--- src/rtl/ofmap_writeback.sv ---
// ofmap_writeback: packs the accelerator ofmap stream into DRAM words, queues them and writes them out.
// Build option: define OFMAP_WB_SAT_EN to saturate mode-0 results to 0..127 instead of truncating.
module ofmap_writeback #(
   parameter int DATA_SIZE  = 32,
   parameter int FIFO_DEPTH = 8,
   parameter int ADDR_BIT   = 12,
   parameter int BASE_ADDR  = 0
) (
   input  logic                 clk,
   input  logic                 rst,
   input  logic                 mode,
   input  logic                 in_valid,
   input  logic [DATA_SIZE-1:0] in_data,
   input  logic                 in_done,
   input  logic                 out_ready,
   output logic                 out_valid,
   output logic [DATA_SIZE-1:0] out_data,
   output logic [ADDR_BIT-1:0]  out_addr,
   output logic                 out_last,
   output logic                 overflow,
   output logic                 busy,
   output logic                 wb_done
);
   localparam int LANES  = DATA_SIZE / 8;
   localparam int LANE_W = (LANES > 1) ? $clog2(LANES) : 1;
   localparam int PTR_W  = $clog2(FIFO_DEPTH);
   localparam int CNT_W  = PTR_W + 1;

   localparam logic [1:0] S_IDLE    = 2'd0;
   localparam logic [1:0] S_COLLECT = 2'd1;
   localparam logic [1:0] S_FLUSH   = 2'd2;
   localparam logic [1:0] S_DRAIN   = 2'd3;

   localparam logic [ADDR_BIT-1:0] BASE = ADDR_BIT'(BASE_ADDR);

   logic [1:0]           state_q, state_d;
   logic                 mode_q, mode_d;
   logic                 pend_q, pend_d;
   logic                 ovf_q, ovf_d;
   logic [LANE_W-1:0]    lane_q, lane_d;
   logic [DATA_SIZE-1:0] pack_q, pack_d;
   logic [ADDR_BIT-1:0]  addr_q, addr_d;
   logic [PTR_W-1:0]     wr_ptr_q, wr_ptr_d, rd_ptr_q, rd_ptr_d;
   logic [CNT_W-1:0]     count_q, count_d;
   logic [DATA_SIZE-1:0] mem_q [FIFO_DEPTH];

   logic                 take, push, pop, full, wr_en, cur_mode;
   logic [DATA_SIZE-1:0] push_data, pack_with;
   logic [7:0]           byte_v;

`ifdef OFMAP_WB_SAT_EN
   always_comb begin
      byte_v = {1'b0, in_data[6:0]};
      if (in_data[DATA_SIZE-1]) begin
         byte_v = 8'h00;
      end else if (in_data[DATA_SIZE-2:7] != '0) begin
         byte_v = 8'h7F;
      end
   end
`else
   assign byte_v = {1'b0, in_data[6:0]};
`endif

   // Output handshake: a word transfers on a cycle where out_valid && out_ready; while out_valid
   // is high and out_ready low, out_data/out_addr/out_last hold. In COLLECT one word is held back
   // so the final word of the frame can still be tagged with out_last.
   assign full      = (count_q == CNT_W'(FIFO_DEPTH));
   assign out_valid = ((state_q == S_COLLECT) && (count_q >= CNT_W'(2))) ||
                      ((state_q == S_DRAIN) && (count_q != '0));
   assign out_last  = (state_q == S_DRAIN) && (count_q == CNT_W'(1));
   assign pop       = out_valid && out_ready;
   assign out_data  = out_valid ? mem_q[rd_ptr_q] : '0;
   assign out_addr  = addr_q;
   assign overflow  = ovf_q;
   assign busy      = (state_q != S_IDLE);

   always_comb begin
      state_d   = state_q;
      mode_d    = mode_q;
      pend_d    = pend_q;
      ovf_d     = ovf_q;
      lane_d    = lane_q;
      pack_d    = pack_q;
      addr_d    = addr_q;
      take      = 1'b0;
      push      = 1'b0;
      push_data = pack_q;
      wb_done   = 1'b0;
      cur_mode  = (state_q == S_IDLE) ? mode : mode_q;
      pack_with = pack_q;
      pack_with[{lane_q, 3'b000} +: 8] = byte_v;

      case (state_q)
         S_IDLE: begin
            if (in_valid || in_done) begin
               state_d = S_COLLECT;
               mode_d  = mode;
               ovf_d   = 1'b0;
               addr_d  = BASE;
               take    = in_valid;
               pend_d  = in_done;
            end
         end
         S_COLLECT: begin
            // A done seen on the frame's first cycle is finished here without taking more input.
            if (pend_q) begin
               state_d = S_FLUSH;
               pend_d  = 1'b0;
            end else begin
               take = in_valid;
               if (in_done) state_d = S_FLUSH;
            end
         end
         S_FLUSH: begin
            state_d = S_DRAIN;
            if (lane_q != '0) begin
               push   = 1'b1;
               lane_d = '0;
               pack_d = '0;
            end else if (count_q == '0) begin
               wb_done = 1'b1;
               state_d = S_IDLE;
            end
         end
         default: begin
            if (pop && out_last) begin
               wb_done = 1'b1;
               state_d = S_IDLE;
            end
         end
      endcase

      if (take) begin
         if (cur_mode) begin
            push      = 1'b1;
            push_data = in_data;
         end else if (lane_q == LANE_W'(LANES - 1)) begin
            push      = 1'b1;
            push_data = pack_with;
            pack_d    = '0;
            lane_d    = '0;
         end else begin
            pack_d = pack_with;
            lane_d = lane_q + LANE_W'(1);
         end
      end

      // A full FIFO still accepts a word when the head leaves in the same cycle.
      wr_en = push && (!full || pop);
      if (push && full && !pop) ovf_d = 1'b1;
      if (pop) addr_d = addr_q + ADDR_BIT'(1);

      wr_ptr_d = wr_en ? wr_ptr_q + PTR_W'(1) : wr_ptr_q;
      rd_ptr_d = pop ? rd_ptr_q + PTR_W'(1) : rd_ptr_q;
      count_d  = count_q;
      if (wr_en && !pop) count_d = count_q + CNT_W'(1);
      else if (!wr_en && pop) count_d = count_q - CNT_W'(1);
   end

   always_ff @(posedge clk or posedge rst) begin
      if (rst) begin
         state_q  <= S_IDLE;
         mode_q   <= 1'b0;
         pend_q   <= 1'b0;
         ovf_q    <= 1'b0;
         lane_q   <= '0;
         pack_q   <= '0;
         addr_q   <= BASE;
         wr_ptr_q <= '0;
         rd_ptr_q <= '0;
         count_q  <= '0;
      end else begin
         state_q  <= state_d;
         mode_q   <= mode_d;
         pend_q   <= pend_d;
         ovf_q    <= ovf_d;
         lane_q   <= lane_d;
         pack_q   <= pack_d;
         addr_q   <= addr_d;
         wr_ptr_q <= wr_ptr_d;
         rd_ptr_q <= rd_ptr_d;
         count_q  <= count_d;
      end
   end

   always_ff @(posedge clk) begin
      if (wr_en) mem_q[wr_ptr_q] <= push_data;
   end
endmodule
--- config.mk ---
export PLATFORM = sky130hd
export DESIGN_NAME = ofmap_writeback
export DESIGN_NICKNAME = d
export VERILOG_FILES = /design/src/rtl/ofmap_writeback.sv
export SDC_FILE = /design/constraint.sdc
export NUM_CORES = 1
export LEC_CHECK = 0
export CAP_MARGIN = 40
export CORE_MARGIN = 2
export CORE_UTILIZATION = 45
export CTS_CLUSTER_SIZE = 40
export DETAILED_ROUTE_END_ITERATION = 8
export GPL_TIMING_DRIVEN = 0
export HOLD_SLACK_MARGIN = 0.06
export MAX_ROUTING_LAYER = met4
export PLACE_DENSITY_LB_ADDON = 0.05
export RECOVER_POWER = 100
export SLEW_MARGIN = 20
export SYNTH_ARGS = -nofsm -noshare
export SYNTH_HDL_FRONTEND = slang
export SYNTH_SLANG_ARGS = --single-unit
--- constraint.sdc ---
create_clock -name clk -period 4.5 [get_ports clk]
set_input_delay 0.9 -clock clk [delete_from_list [all_inputs] [get_ports clk]]
set_output_delay 0.9 -clock clk [all_outputs]
set_load 0.01 [all_outputs]
==> results.md, run 1 <==
- Status: finished with violations
- Failing checks: capacitance limit, slew limit
- Max H-tree Level: 2
- Top_reg_cell synth: edfxtp_1
- Share of cells above drive strength 1: 0.168
- Worst-Skew Late Latency: ~520 ps
- Final setup viols: 0
- Vias/cell: ~5.7
- Total overflow reported by the global router: 0
- Hold_sp: pack_q[27]$_DFF_PP0_
- Routed Antenna Nets: 0
- Synth Cell Area: 13,400 µm²
- Die Ht: 177 µm
- Largest net degree at the start of global routing: 50
- IO Pins: 87
- GRT Total Usage: 0.221
- Met2 Track Usage GR: 0.355
- WHS Endpoint: pack_q[27]$_DFF_PP0_
- Post-synth EDFFs: about 260
- Setup ws final: ~210 ps
- Endpoint type of the worst setup path: output pin
- Leakage power: around 5.8 nW
- Final HPWL DP: 22.7 mm
- Post-layout net count: roughly 1,000
- Synth unique cells: a little over 60
- Max Cap Viol: 1
- Synthesis Warnings: 0
- Final wirelength: about 32 mm
- Core Footprint: between 20,000 and 30,000 µm²
- Fillers: around 2,400
- Worst R2R Setup Slack: 350 ps
- DR WL/cell: approximately 23 µm
- Global Route met1 Usage: 0.292
- CP Class: flop to output pin
- Critical Path RT: around 3600 ps
- RSZ-0062 raised after global routing: false
- Largest family of logic cells by synthesized area: multiplexers
- Startpoint Class: flop
- Crit Reg-Reg Endpoint: mem_q[1][2]$_DFFE_PP_
- Routability cong.: ~0.83
- Die W: approximately 180 µm
- Pre-CTS setup slack: roughly 350 ps
- Resize count post-CTS: 0
- Compound-Gate Fraction of Synth Area: 0.0654
- Clk root buf: clkbuf_16
- Most used routing layer: met2
- Vias in the first global route: roughly 8,200
- DRC: 0
- Max Root-Sink Buffers: 3
- CTS sink count: between 300 and 400
- Max IR drop VDD: 0.000366 V
- Post-synthesis mux area share: 0.138
- Ant. Diodes: 0
- Worst-path maximum fanout: 10
- Synth-to-Final Area Change: 20.1%
- CTS Buf Count: 35
- Initial DRT Pass Iterations: 5
- Port bufs: 86
- Syn avg cell area: around 17 µm²
- Met3 usage: 0.0374
- Simple-gate share of the synthesized area: 0.0735
- Worst Path Arrival: 3390 ps
- FF-to-FF Start: lane_q[0]$_DFF_PP0_
- Worst Hold Path Cells: 1
- Initial antenna violation count: 0
- Clock Skew: roughly 15 ps
- TritonCTS clock tree: done
- Setup bufs post-CTS: 0
- First-pass GRT wire length: ~50 mm
- Min Clock Period, post-route: 4290 ps
- Async set-reset flop share out of synthesis: 0.192
- Clock-pin slew on the worst setup and hold paths: 60 ps
- Post-Synth Adder-Cell Area: 0.0121
- Cts hold-fix bufs: 0
- Max-slew violations: 50
- Fin util: 0.547
- Pwr Density: 631 nW/µm²
- Site row count: 63
- Final Cycle Share: 0.952
- Class of the tightest hold or removal check: flop to flop
- #FFs+latches synth: around 320
- Relative slew margins: -0.637
- Initial core utilization: 0.455
- Post-Synthesis Cells: about 800
- Initial DRC Count: 653
- Total number of vias: 7,867
- Max Fclk: 233 MHz
- Seq/Total Area, Yosys: 0.687
- Final hold viol count: 0
- Die area: around 31,000 µm²
- Post-synthesis xor/xnor area fraction: 0.00522
- Synth Net Count: between 800 and 900
- Worst Tran Pin Value: around 2500 ps
- R2R depth: 8
==> worst max-delay path, cell delays in order, from the launching register on <==
cell	delay, ps
dfrtp_1	370
clkbuf_1	520
clkbuf_1	690
mux4_2	420
mux2i_1	190
nor2_1	60
dlygate4sd3_1	620
==> flip-flops by register name (all words and copies together) (netlist names) <==
signal,flops
wr_ptr_q,3
lane_q,2
mem_q,256
out_addr,12
pend_q,1
rd_ptr_q,3
overflow,1
pack_q,32
count_q,4
state_q,2
mode_q,1
==> synth_stat cells (all sizes together) (4+ instances only) <==
library cell / n / share of area
nand2b: 5 / 0.0023
buf: 21 / 0.0086
nand3: 18 / 0.0067
a221o: 14 / 0.010
nor3: 8 / 0.0030
a21oi: 38 / 0.014
nor2: 57 / 0.016
clkbuf: 21 / 0.0059
o211ai: 4 / 0.0022
inv: 12 / 0.0034
o21ai: 11 / 0.0044
nand2: 30 / 0.0084
o22ai: 15 / 0.0070
and3: 6 / 0.0028
nor4: 4 / 0.0030
mux4: 64 / 0.11
and2: 9 / 0.0042
ha: 13 / 0.012
mux2i: 38 / 0.028
dfrtp: 61 / 0.11
edfxtp: 256 / 0.57
xnor2: 5 / 0.0033
o2bb2ai: 21 / 0.014
nor2b: 30 / 0.014
==> metrics by stage <==
| stage | hold WS [ps] | total power [W] | instance area (µm²) | cells | setup TNS (ps) |
|---|---|---|---|---|---|
| 2_1_floorplan | 445 | 0.00613 | 13400 | 810 | 0 |
| 3_3_place_gp | 461 | 0.00753 | 14800 | 1286 | -650090 |
| 3_5_place_dp | 463 | 0.00773 | 15200 | 1322 | 0 |
| 4_1_cts | 481 | 0.0104 | 16300 | 1385 | 0 |
| 5_1_grt | 493 | 0.0107 | 16100 | 1388 | 0 |
| 6_report | 478 | 0.0102 | 16100 | 1388 | 0 |
==> layout make-up <==
class | count | area, µm² | share of cell area
tap | 390 | 488 | 0.0303
buffer | 42 | 176 | 0.0109
sequential | 317 | 9210 | 0.572
clock inverter | 19 | 133 | 0.00823
multi-input combinational | 438 | 3950 | 0.245
inverter | 13 | 51.3 | 0.00318
timing repair buffer | 125 | 1160 | 0.0722
clock buffer | 44 | 941 | 0.0584
==> layer usage <==
layer	vias to the layer above	routed length, µm
met4	0	703
met5	-	0
met3	50	1620
li1	3531	-
met1	4072	14000
met2	214	16100
==> placed cells by master, fill, tap and decap left out, drive strengths merged, types with 18 or more instances in the layout <==
master,netlist,layout
a21oi,38,38
mux2i,38,38
edfxtp,256,256
nand3,18,18
mux4,64,64
nor2b,30,30
nand2,30,30
dlygate4sd3,0,29
clkbuf,21,93
clkdlybuf4s50,0,57
buf,21,31
o2bb2ai,21,21
nor2,57,57
dfrtp,61,61
==> worst max-delay path by stage <==
stage	startpoint	endpoint	slack, ps
after floorplan	mode	mem_q[1][0]$_DFFE_PP_	110
after global placement	mode	mem_q[4][9]$_DFFE_PP_	-3480
after detailed placement	in_valid	mem_q[1][9]$_DFFE_PP_	350
after CTS	count_q[1]$_DFFE_PP0P_	out_data[22]	160
after global routing	count_q[1]$_DFFE_PP0P_	out_data[16]	9
final	rd_ptr_q[1]$_DFFE_PP0P_	out_data[0]	210
==> report_power, final <==
part | internal, W | switching [W] | leakage [nW]
registers | 0.00361 | 0.000173 | 3.21
logic | 0.00168 | 0.00204 | 2.10
clock network | 0.00155 | 0.00112 | 0.525
total | 0.00683 | 0.00334 | 5.83
==> cells by family after synthesis <==
kind of cell | after synthesis
fa+ha+maj | 13
simple gates | 189
xor+xnor | 8
flops | 317
buf+inv | 55
compound gates | 123
mux | 105
(Power assumes the default switching activity.)
==> run 2, diff against run 1 <==
--- a/config.mk
+++ b/config.mk
@@ -15,6 +15,7 @@
 export MAX_ROUTING_LAYER = met4
 export PLACE_DENSITY_LB_ADDON = 0.05
 export RECOVER_POWER = 100
+export REMOVE_ABC_BUFFERS = 1
 export SLEW_MARGIN = 20
 export SYNTH_ARGS = -nofsm -noshare
 export SYNTH_HDL_FRONTEND = slang
==> run 2 against run 1 <==
The flow still finishes with violations (capacitance limit, slew limit). Sequential power grew 5.3%. Via count shrank 2.7%. First-iteration DRC count grew 4.1%. Maximum frequency grew 2.5%. Die area is the same. Non-clock buffer count shrank 35. Design area grew 0.61%. Sequential share of layout area shrank 0.29 points. Critical path depth grew 1. Register-to-register slack gained 100 ps. Highest routed layer unchanged.
==> results.md, run 2 (synthesis gave the netlist of run 1 again) <==
- Max Cap Viol: 2
- Initial DRC Count: just under 700
- Die Ht: 177 µm
- Share of cells above drive strength 1: 0.173
- Comb pwr share: 0.335
- DR WL/cell: between 20 and 25 µm
- Pwr Density: about 630 nW/µm²
- CTS Buf Count: 35
- Endpoint type of the worst setup path: flop
- Slowest Stage Delay on Critical Path: approximately 810 ps
- Critical Path RT: approximately 4700 ps
- Resize count post-CTS: 0
- Sw Share: 0.317
- Max-slew violations: 61
- GRT Total Usage: 0.216
- Crit path launch: mode
- Clk root buf: clkbuf_16
- Max H-tree Level: 2
- Post-layout net count: 988
- Setup bufs post-CTS: 0
- CTS sink count: 317
- FF-to-FF Start: lane_q[0]$_DFF_PP0_
- Clock Skew: ~8.1 ps
- Total overflow reported by the global router: 0
- Worst-Skew Late Latency: 500 ps
- CP endpoint: mem_q[6][1]$_DFFE_PP_
- Worst R2R Setup Slack: 450 ps
- Worst Tran Pin Value: 2590 ps
- Initial DRT Pass Iterations: 5
- Die W: 177 µm
- Routed Antenna Nets: 0
- Relative slew margins: -0.730
- Most used cell, CP: nor3_1
- Final hold viol count: 0
- Crit Reg-Reg Endpoint: mem_q[6][1]$_DFFE_PP_
- Commonest non-fill, non-tap cells in the layout: edfxtp_1, mux4_2, dfrtp_1
- Top reg by flops: mem_q
- CP Class: input pin to flop
- Die area: ~31,000 µm²
- Max Root-Sink Buffers: 3
- Largest net degree at the start of global routing: 44
- Worst Path Arrival: about 4400 ps
- R2R depth: 7
- Slowest cell on crit path: nor3_1
- DRC: 0
- Final HPWL DP: between 20 and 25 mm
- Synth-to-Final Area Change: 20.9%
- Final setup viols: 0
- Pint: between 0.007 and 0.008 W
- Clock-pin slew on the worst setup and hold paths: ~60 ps
- Tot Pwr: around 0.010 W
- Clock network fraction of design power: 0.278
- Total number of vias: approximately 7,700
- Worst-path maximum fanout: 12
- Vias in the first global route: between 8,000 and 9,000
- Max IR drop VDD: 0.000367 V
- Initial core utilization: 0.455
- DP Area: ~15,000 µm²
- Initial antenna violation count: 1
- CP delay by family, top: buffers and inverters
- Leakage power: 5.87 nW
- Cts hold-fix bufs: 0
- WHS: about 480 ps
- Final Cycle Share: 0.929
- Switching Power: between 0.003 and 0.004 W
- Class of the tightest hold or removal check: flop to flop
- RSZ-0062 raised after global routing: false
- CP bufs+invs: 3
- TritonCTS clock tree: done
- Status: finished with violations
- WP depth: 7
- Site row count: 63
- IO Pins: 87
- Startpoint Class: input pin
- Max Fclk: 239 MHz
- Commonest non-fill, non-tap cell in the layout: edfxtp_1
- Core Footprint: ~29,000 µm²
- Routability cong.: between 0.7 and 0.8
- Vias/cell: about 5.7
- Part of the power in registers: 0.387
- Worst Hold Path Cells: 1
- Min Clock Period, post-route: roughly 4200 ps
- Fillers: 2,450
- Port bufs: 86
- Largest register FFs: approximately 260
- Fin area: approximately 16,000 µm²
- Worst path cell trace: dlygate4sd3_1, nor3_1, a211oi_4, o21ai_0, nor3_1, clkbuf_1, buf_6
- Setup TNS: 0 ps
- Final wirelength: between 30 and 40 mm
- Failing checks: capacitance limit, slew limit
- First-pass GRT wire length: between 40 and 50 mm
-- run 2: changes by cell type in the layout (fill, tap and decap cells not counted), sizes merged --
cell / delta
clkbuf: -22
clkdlybuf4s50: -14
dlygate4sd3: +14
buf: -7
clkinv: -7
bufinv: +2
clkdlybuf4s25: -1
clkinvlp: +1
diode: +1
inv: -1
-- run 2: worst min path at each step --
stage                         startpoint                   end  slack (ps)
detailed placement  pack_q[26]$_DFF_PP0_  pack_q[26]$_DFF_PP0_         460
global route        pack_q[30]$_DFF_PP0_  pack_q[30]$_DFF_PP0_         510
global placement    pack_q[28]$_DFF_PP0_  pack_q[28]$_DFF_PP0_         460
floorplan           pack_q[24]$_DFF_PP0_  pack_q[24]$_DFF_PP0_         440
CTS                 pack_q[26]$_DFF_PP0_  pack_q[26]$_DFF_PP0_         480
finish              pack_q[28]$_DFF_PP0_  pack_q[28]$_DFF_PP0_         480
-- run 2: power groups by stage --
stage          clock, W  combinational [W]  sequential [W]
2_1_floorplan         0            0.00201         0.00408
3_3_place_gp          0            0.00321         0.00430
3_5_place_dp          0            0.00366         0.00405
4_1_cts         0.00292            0.00367         0.00399
5_1_grt         0.00305            0.00376         0.00403
6_report        0.00286            0.00344         0.00398
-- run 2: routing by layer --
layer / wire length (µm) / vias up / GRT usage
met5: 0 / - / -
met4: 595 / 0 / 0.0530
met3: 1410 / 41 / 0.0365
met2: 15500 / 198 / 0.346
met1: 14100 / 3953 / 0.292
li1: - / 3462 / -
-- run 2: stage by stage --
| stage | instances | util | setup WS, ps |
|---|---|---|---|
| floorplan | 768 | - | -1190 |
| global placement | 1244 | 0.494 | -6690 |
| detailed placement | 1288 | 0.516 | 195 |
| CTS | 1351 | 0.556 | 428 |
| global route | 1354 | 0.550 | 121 |
| finish | 1354 | 0.550 | 320 |
-- run 2: area by class of cell --
class	count	area [µm²]	share of cell area
flip-flops and latches	317	9220	0.569
repair buffers	132	1330	0.0818
clock inverters	14	159	0.00980
well taps	390	488	0.0301
diodes	1	2.50	0.000154
clock buffers	49	1010	0.0624
multi-input cells	438	3950	0.244
inverters	13	51.3	0.00316
